`src/rtl/gain_seq_pkg.sv`:
```
// Shared types and helpers for the PGA gain switch sequencer.
// Gain codes: bit1 drives stage-1 relay, bit0 drives stage-2 relay.
package gain_seq_pkg;

  typedef enum logic [1:0] {
    IDLE,
    STAGE2,
    SETTLE,
    HOLDOFF
  } seq_state_t;

  typedef logic [1:0] gain_code_t;

  localparam gain_code_t GAIN_MIN = 2'b00;

  // Lower of the two single-relay steps, so gain never overshoots mid-move
  function automatic gain_code_t intermediate_code(
    input gain_code_t cur,
    input gain_code_t tgt
  );
    gain_code_t a;
    gain_code_t b;
    a = {cur[1], tgt[0]};
    b = {tgt[1], cur[0]};
    return (a < b) ? a : b;
  endfunction

endpackage

```
`src/rtl/seq_timer.sv`:
```
// Loadable down-counter; done is high while the count sits at zero.
// One instance is shared by the STAGE2, SETTLE and HOLDOFF states.
module seq_timer #(
  parameter int W = 8
) (
  input  logic         adc_clk,
  input  logic         rst_n,
  input  logic         load,
  input  logic [W-1:0] load_val,
  output logic         done
);

  logic [W-1:0] cnt;

  always_ff @(posedge adc_clk or negedge rst_n) begin
    if (!rst_n) begin
      cnt <= '0;
    end else if (load) begin
      cnt <= load_val;
    end else if (cnt != '0) begin
      cnt <= cnt - 1'b1;
    end
  end

  assign done = (cnt == '0);

endmodule

```
`src/rtl/gain_switch_sequencer.sv`:
```
// Orders PGA relay changes, blanks ADC samples while settling,
// enforces a post-switch hold-off and an overload fast path to min gain.
import gain_seq_pkg::*;

module gain_switch_sequencer #(
  parameter int STEP_DELAY     = 200,
  parameter int SETTLE_CYCLES  = 2000,
  parameter int HOLDOFF_CYCLES = 256
) (
  input  logic        adc_clk,
  input  logic        rst_n,
  input  logic        req_valid,
  input  logic [1:0]  req_gain,
  output logic        req_ready,
  input  logic        force_min,
  input  logic [11:0] adc_data_in,
  input  logic        adc_valid_in,
  output logic [1:0]  gain_out,
  output logic [11:0] adc_data_out,
  output logic        adc_valid_out,
  output logic        settled,
  output logic        busy,
  output logic [15:0] switch_count
);

  localparam int MAX_SD =
    (STEP_DELAY > SETTLE_CYCLES) ? STEP_DELAY : SETTLE_CYCLES;
  localparam int MAX_P =
    (MAX_SD > HOLDOFF_CYCLES) ? MAX_SD : HOLDOFF_CYCLES;
  localparam int TW = (MAX_P > 1) ? $clog2(MAX_P) : 1;

  localparam logic [TW-1:0] LD_STEP   = TW'(STEP_DELAY - 1);
  localparam logic [TW-1:0] LD_SETTLE = TW'(SETTLE_CYCLES - 1);
  localparam logic [TW-1:0] LD_HOLD   = TW'(HOLDOFF_CYCLES - 1);

  seq_state_t state_q, state_d;
  gain_code_t gain_d;
  gain_code_t tgt_q, tgt_d;
  logic       abort_q, abort_d;
  logic       tmr_load;
  logic [TW-1:0] tmr_val;
  logic       tmr_done;
  logic       cnt_inc;
  logic       force_act;
  logic       accept;
  gain_code_t diff;

  seq_timer #(
    .W (TW)
  ) u_timer (
    .adc_clk  (adc_clk),
    .rst_n    (rst_n),
    .load     (tmr_load),
    .load_val (tmr_val),
    .done     (tmr_done)
  );

  assign req_ready = (state_q == IDLE) && !force_min;
  assign accept    = req_valid && req_ready;
  assign diff      = req_gain ^ gain_out;
  assign settled   = (state_q == IDLE) || (state_q == HOLDOFF);
  assign busy      = (state_q == STAGE2) || (state_q == SETTLE);

  // Overload also restarts settling at min gain if a move is in flight
  assign force_act = force_min &&
    ((gain_out != GAIN_MIN) || busy);

  always_comb begin
    state_d  = state_q;
    gain_d   = gain_out;
    tgt_d    = tgt_q;
    abort_d  = abort_q;
    tmr_load = 1'b0;
    tmr_val  = '0;
    cnt_inc  = 1'b0;
    if (force_act) begin
      gain_d   = GAIN_MIN;
      tgt_d    = GAIN_MIN;
      abort_d  = 1'b1;
      state_d  = SETTLE;
      tmr_load = 1'b1;
      tmr_val  = LD_SETTLE;
    end else begin
      unique case (state_q)
        IDLE: begin
          if (accept && diff != 2'b00) begin
            tgt_d    = req_gain;
            abort_d  = 1'b0;
            tmr_load = 1'b1;
            unique case (1'b1)
              (diff == 2'b11): begin
                gain_d  = intermediate_code(gain_out, req_gain);
                state_d = STAGE2;
                tmr_val = LD_STEP;
              end
              default: begin
                gain_d  = req_gain;
                state_d = SETTLE;
                tmr_val = LD_SETTLE;
              end
            endcase
          end
        end
        STAGE2: begin
          if (tmr_done) begin
            gain_d   = tgt_q;
            state_d  = SETTLE;
            tmr_load = 1'b1;
            tmr_val  = LD_SETTLE;
          end
        end
        SETTLE: begin
          if (tmr_done) begin
            cnt_inc  = !abort_q;
            state_d  = HOLDOFF;
            tmr_load = 1'b1;
            tmr_val  = LD_HOLD;
          end
        end
        HOLDOFF: begin
          if (tmr_done) begin
            state_d = IDLE;
          end
        end
        default: state_d = IDLE;
      endcase
    end
  end

  always_ff @(posedge adc_clk or negedge rst_n) begin
    if (!rst_n) begin
      state_q  <= IDLE;
      gain_out <= GAIN_MIN;
      tgt_q    <= GAIN_MIN;
      abort_q  <= 1'b0;
    end else begin
      state_q  <= state_d;
      gain_out <= gain_d;
      tgt_q    <= tgt_d;
      abort_q  <= abort_d;
    end
  end

  always_ff @(posedge adc_clk or negedge rst_n) begin
    if (!rst_n) begin
      switch_count <= '0;
    end else if (cnt_inc && switch_count != 16'hFFFF) begin
      switch_count <= switch_count + 16'd1;
    end
  end

  always_ff @(posedge adc_clk or negedge rst_n) begin
    if (!rst_n) begin
      adc_data_out  <= '0;
      adc_valid_out <= 1'b0;
    end else begin
      adc_data_out  <= adc_data_in;
      adc_valid_out <= adc_valid_in && settled;
    end
  end

endmodule

```
`config.mk`:
```
export PLATFORM = sky130hd
export DESIGN_NAME = gain_switch_sequencer
export DESIGN_NICKNAME = d
export VERILOG_FILES = /design/src/rtl/gain_seq_pkg.sv /design/src/rtl/seq_timer.sv /design/src/rtl/gain_switch_sequencer.sv
export SDC_FILE = /design/constraint.sdc
export NUM_CORES = 1
export LEC_CHECK = 0
export CAP_MARGIN = 5
export CORE_MARGIN = 1
export CORE_UTILIZATION = 50
export CTS_BUF_LIST = sky130_fd_sc_hd__clkbuf_16
export CTS_CLUSTER_SIZE = 40
export DETAILED_ROUTE_END_ITERATION = 16
export HOLD_SLACK_MARGIN = 0.1
export PLACE_DENSITY_LB_ADDON = 0.08
export SLEW_MARGIN = 20
export SYNTH_ARGS = -nofsm -noshare
export SYNTH_HDL_FRONTEND = slang
export SYNTH_SLANG_ARGS = --single-unit
```
`constraint.sdc`:
```
create_clock -name adc_clk -period 2.8 [get_ports adc_clk]
set_clock_uncertainty 0.2 [all_clocks]
set_input_delay 0.28 -clock adc_clk [delete_from_list [all_inputs] [get_ports adc_clk]]
set_output_delay 0.28 -clock adc_clk [all_outputs]
set_load 0.02 [all_outputs]
```
Word-level counts from Yosys, hierarchy flattened --
Cells that the tools add are included.
Operators by class: add/sub/neg operators 2, $lt $le $gt $ge 1, equality and inequality tests 11, muxes and demuxes 34, bitwise operators 1, reduce and logical (&&, ||, !) cells 25
Operators by type and width (number):
- $mux 11 | 6
- $pmux 11 s3 | 1
- $mux 2 | 14
- $add 16x1->16 const B | 1
- $ne 16x16->1 const B | 1
- $reduce_and 4->1 | 3
- $logic_not 11->1 | 1
- $reduce_bool 11->1 | 1
- $sub 11x1->11 const B | 1
- $reduce_bool 2->1 | 5
- $mux 1 | 9
- $ne 3x3->1 const B | 3
- $mux 8 | 1
- $pmux 2 s4 | 1
- $eq 2x2->1 const B | 3
- $logic_and 1x1->1 | 6
- $ne 4x3->1 const B | 1
- $ne 4x4->1 const B | 1
- $pmux 2 s2 | 1
- $logic_or 1x1->1 | 3
- $ne 3x2->1 const B | 1
- $reduce_bool 3->1 | 1
- $eq 2x1->1 const B | 1
- $logic_not 1->1 | 2
- 6 further kinds | 6
Word-level totals: bits in registers 47, input port bits 19, output and inout bits 34, logic and storage cells 83

Depth between registers and ports, before layout --
word-level depth 8, mapped depth 8

By module --
Synthesis repeated with hierarchy kept, for this count alone.
Second synthesis, totals: cells, all modules 215, area total of the unflattened synthesis 2299.7 µm²
By module, submodules not included:
- gain_switch_sequencer | times used 1, cells an instance 152, area an instance 1672.9 µm²
- seq_timer | times used 1, cells an instance 63, area an instance 626.9 µm²

Worst setup path before layout --
No wires, ideal clock.
path kind reg-to-reg, start reg state_q[0], end reg switch_count[8], data arrival time 2.052 ns, data required time 2.471 ns, setup slack 0.418 ns, cell stages (with the launch flop) 8, buffers on the path 1, period minus slack after synthesis 2.382 ns, cells stage by stage dfrtp_1 -> inv_1 -> ha_1 -> o31a_1 -> clkbuf_1 -> nor4_4 -> nand4_1 -> xnor2_1
On the way: cells in the longest elaborated chain, start to end 6, elaborated cells between the ends (all ways) 8
Ends and longest elaborated chain:
- from (decl) | line gain_switch_sequencer.sv:36 | seq_state_t state_q, state_d;
- from (signal assigned) | line gain_switch_sequencer.sv:137 | state_q <= state_d;
- $eq 2x1->1 or $eq 2x2->1 (tied branches) | line gain_switch_sequencer.sv:62 | assign busy = (state_q == STAGE2) || (state_q == SETTLE);
- $logic_or 1x1->1 (*) | line gain_switch_sequencer.sv:62
- via busy | line gain_switch_sequencer.sv:22 | output logic busy,
- $logic_or 1x1->1 (*) | line gain_switch_sequencer.sv:66 | ((gain_out != GAIN_MIN) || busy);
- $logic_and 1x1->1 (*) | line gain_switch_sequencer.sv:65 | assign force_act = force_min &&
- $mux 1 (*) | line gain_switch_sequencer.sv:76 | if (force_act) begin
- $logic_and 1x1->1 (*) | line gain_switch_sequencer.sv:147 | end else if (cnt_inc && switch_count != 16'hFFFF) begin
- to (signal assigned) | line gain_switch_sequencer.sv:148 | switch_count <= switch_count + 16'd1;
- to (decl) | line gain_switch_sequencer.sv:23 | output logic [15:0] switch_count
Mark *: on every way through the listed nets, which the timed path passes. The rest lies on a longest branch. A chain may end at the register's enable or synchronous reset.

Worst setup path in the final report --
start reg state_q[0], end reg switch_count[14]
On the way: cells in the longest elaborated chain, start to end 6, elaborated cells between the ends (all ways) 8
Ends and longest elaborated chain (line):
- $eq 2x1->1 or $eq 2x2->1 (tied branches) | gain_switch_sequencer.sv:62, gain_switch_sequencer.sv:84
- $logic_or 1x1->1 | gain_switch_sequencer.sv:62
- $logic_or 1x1->1 | gain_switch_sequencer.sv:66
- $logic_and 1x1->1 | gain_switch_sequencer.sv:65
- $mux 1 (*) | gain_switch_sequencer.sv:76
- $logic_and 1x1->1 (*) | gain_switch_sequencer.sv:147
Mark *: on every way between the ends. The rest lies on a longest branch, timed or not.

==> impl_metrics.tcl <==
set metrics [dict create \
    yosys-top-cells-area "dfrtp_1 49%, xnor2_1 6.3%, ha_1 4.7%" \
    dieArea_mm2 0.00504 \
    io_buffers 52 \
    nets 309 \
    rsz0062_at_grt "no" \
    drc 1 \
    async_flop_share_pct 100 \
    cpPeakStageDelay_ns 0.53 \
    grt_usage_pct 21.9 \
    synth_seq_cells 47 \
    violations "DRC" \
    synth_cell_type_count 49 \
    rr_worst_depth 6 \
    finalCritPeriodShare_pct 88.8 \
    firstDrtPassIters 13 \
    critical_path_required_ns 2.77 \
    layout_commonest_cell "clkdlybuf4s50_1" \
    min_period_ns 2.49 \
    synth_top_area_share_pct 49.4 \
    vias 1881 \
    n_antenna_cell 0 \
    cts_tree "yes" \
    power_density_mw_per_mm2 732 \
    clockBufferDepth 2 \
    synth_edf_count 0 \
    grt_pass1_wl_mm 8.49 \
    cts-root-buf "clkbuf_16" \
    drtAntennaViolNets 0 \
    fmax_mhz 402 \
    area_growth_pct 32.1 \
    viasPerCell 5.63 \
    clk_pin_slew_ns 0.06 \
    path_class "reg -> reg" \
    h-tree-depth 2 \
    setup_viol 0 \
    grt_overflow 0 \
    max_slew.worst_pin.slew_ns 0.601 \
    fin_area_mm2 0.00314 \
    place.gp.congestion 0.843 \
    grt_pass1_vias 1776 \
    report.final.slew_viol_count 0 \
    crit_chain "inv_1 -> ha_1 -> o31a_1 -> nor4_4 -> nand3_1 -> xnor2_1" \
    hold-path-cell-count 1 \
    final_hold_viol_count 0 \
    post_cts_buffers 0 \
    ys.warnings.count 0 \
    dp_hpwl_mm 3.65 \
    synth_top_cell_by_area "dfrtp_1" \
    place_area_mm2 0.00297 \
    slowest_stage "o31a_1" \
    rows 24 \
    layout_common_cells "51 x clkdlybuf4s50_1, 47 x dfrtp_1, 19 x nor2_1" \
    wl_per_cell_um 14.8 \
    start_util_pct 53.2 \
    drive_gt1_share_pct 9.22 \
    maxSlewHeadroom_pct 59.9 \
    hold_class "in -> reg" \
    grt_max_degree 27 \
    worstSetupEndpointType "flop" \
    status "finished, violations left" \
    p_leak_nw 1.31 \
    wl_mm 4.93 \
    cts.sinks 47 \
    synthCells 221 \
    antenna_found_initial 0 \
    critPathArrivalTime_ns 2.45 \
    syn_area_mm2 0.00238 \
    core_region_area_mm2 0.00447 \
    syn_area_per_cell_um2 10.8 \
    startpoint_type "flop" \
    synth-main-ff-cell "dfrtp_1" \
    clk-insertion-delay-late_ns 0.28 \
    ir_drop_mv 0.638 \
    tns_ns 0 \
    die_w_um 71.0 \
    synth_seq_area_share_pct 49.4 \
    cap_violations 0 \
    synth_nets 249 \
    die_y_um 71.0 \
    num_io_pins 53 \
    drt-initial-drc-count 95 \
    cts_inserted_buffers 5 \
    path_max_fanout 10 \
]
## stage by stage
step           instances  hold WS (ns)  util [%]  power [mW]  worst slack [ns]
2_1_floorplan        221        -0.216         -        1.37             0.418
3_3_place_gp         325         0.111      66.4        1.63             0.252
3_5_place_dp         325         0.105      66.4        1.65             0.195
4_1_cts              334         0.229      70.2        2.31             0.324
5_1_grt              334         0.224      70.2        2.44             0.170
6_report             334         0.232      70.2        2.30             0.313
## worst paths after layout
check | start | end | slack (ns)
worst max-delay path | state_q[0] | switch_count[14] | 0.31
worst min-delay path | adc_data_in[3] | adc_data_out[3] | 0.23
worst max register to register | state_q[0] | switch_count[14] | 0.31
worst min register to register | switch_count[8] | switch_count[8] | 0.30
max in group asynchronous | rst_n | switch_count[11] | 1.37
min in group asynchronous | rst_n | u_timer.cnt[7] | 0.33
## synth_stat cells (2+ instances only)
| cell | n |
|---|---|
| clkbuf_1 | 2 |
| o21ai_1 | 2 |
| nor3_4 | 2 |
| nand3b_1 | 2 |
| ha_1 | 9 |
| mux2i_1 | 2 |
| o211ai_1 | 4 |
| nor4_4 | 2 |
| dfrtp_1 | 47 |
| o31a_1 | 2 |
| inv_1 | 8 |
| a211oi_1 | 2 |
| nand4_1 | 4 |
| or3_1 | 5 |
| o21ai_0 | 7 |
| a31oi_1 | 3 |
| a21o_1 | 2 |
| nand2_1 | 18 |
| or2_2 | 3 |
| o31ai_1 | 2 |
| a22o_1 | 2 |
| o21a_1 | 2 |
| xnor2_1 | 17 |
| xor2_1 | 6 |
| nor3_1 | 5 |
| nor2b_1 | 4 |
| a21oi_1 | 7 |
| nor4_2 | 2 |
| nand3_1 | 10 |
| nor2_1 | 19 |
## layer usage
layer	global-route usage, %	wire [um]	vias to the layer above
met5	0	0	-
met4	4.22	27	0
met3	8.40	365	4
met2	34.7	2290	64
met1	29.1	2250	899
li1	-	-	914
## sequential cells by signal, indices dropped and copies added, names as in the netlist
register       count
abort_q            1
gain_out           2
switch_count      16
tgt_q              2
u_timer.cnt       11
state_q            2
adc_valid_out      1
adc_data_out      12
## report_power, final
| group | internal (mW) | leakage [nW] | switching [mW] |
|---|---|---|---|
| logic | 0.337 | 0.649 | 0.438 |
| registers | 0.774 | 0.578 | 0.101 |
| clock network | 0.416 | 0.0812 | 0.235 |
## logic make-up (layout without fill, tap and decap cells)
kind of cell	Yosys count	after routing	synth area share, %
and+or+nand+nor	89	89	23.3
DFF	47	47	49.4
AOI/OAI and AO/OA	39	39	11.0
xor gates and xnor gates	23	23	8.47
buffers and inverters	11	72	1.79
adders and majority gates	9	9	4.73
muxes	3	3	1.32
## area by class of cell
type / instances / area (um^2)
clock inverter: 3 / 38.8
clock buffer: 5 / 125
timing repair buffer: 56 / 548
multi-input combinational: 163 / 1160
tap: 52 / 65.1
inverter: 8 / 30.0
fill: 341 / 1330
sequential: 47 / 1180
## timing repair
item | 4_1_cts | 5_1_grt
hold buffers | 1 | 0
hold endpoints to repair | 25 | 0
resized for setup | 0 | 0
## worst max-delay path: cells and delay by family (launching register included)
family                     cells  cell delay (ns)
AOI/OAI and AO/OA              1             0.53
buffers and inverters          1             0.09
and+or+nand+nor                2             0.63
xor gates and xnor gates       1             0.15
adders and majority gates      1             0.38
DFF                            1             0.39
Note: power is estimated with default switching activity, not from simulation.
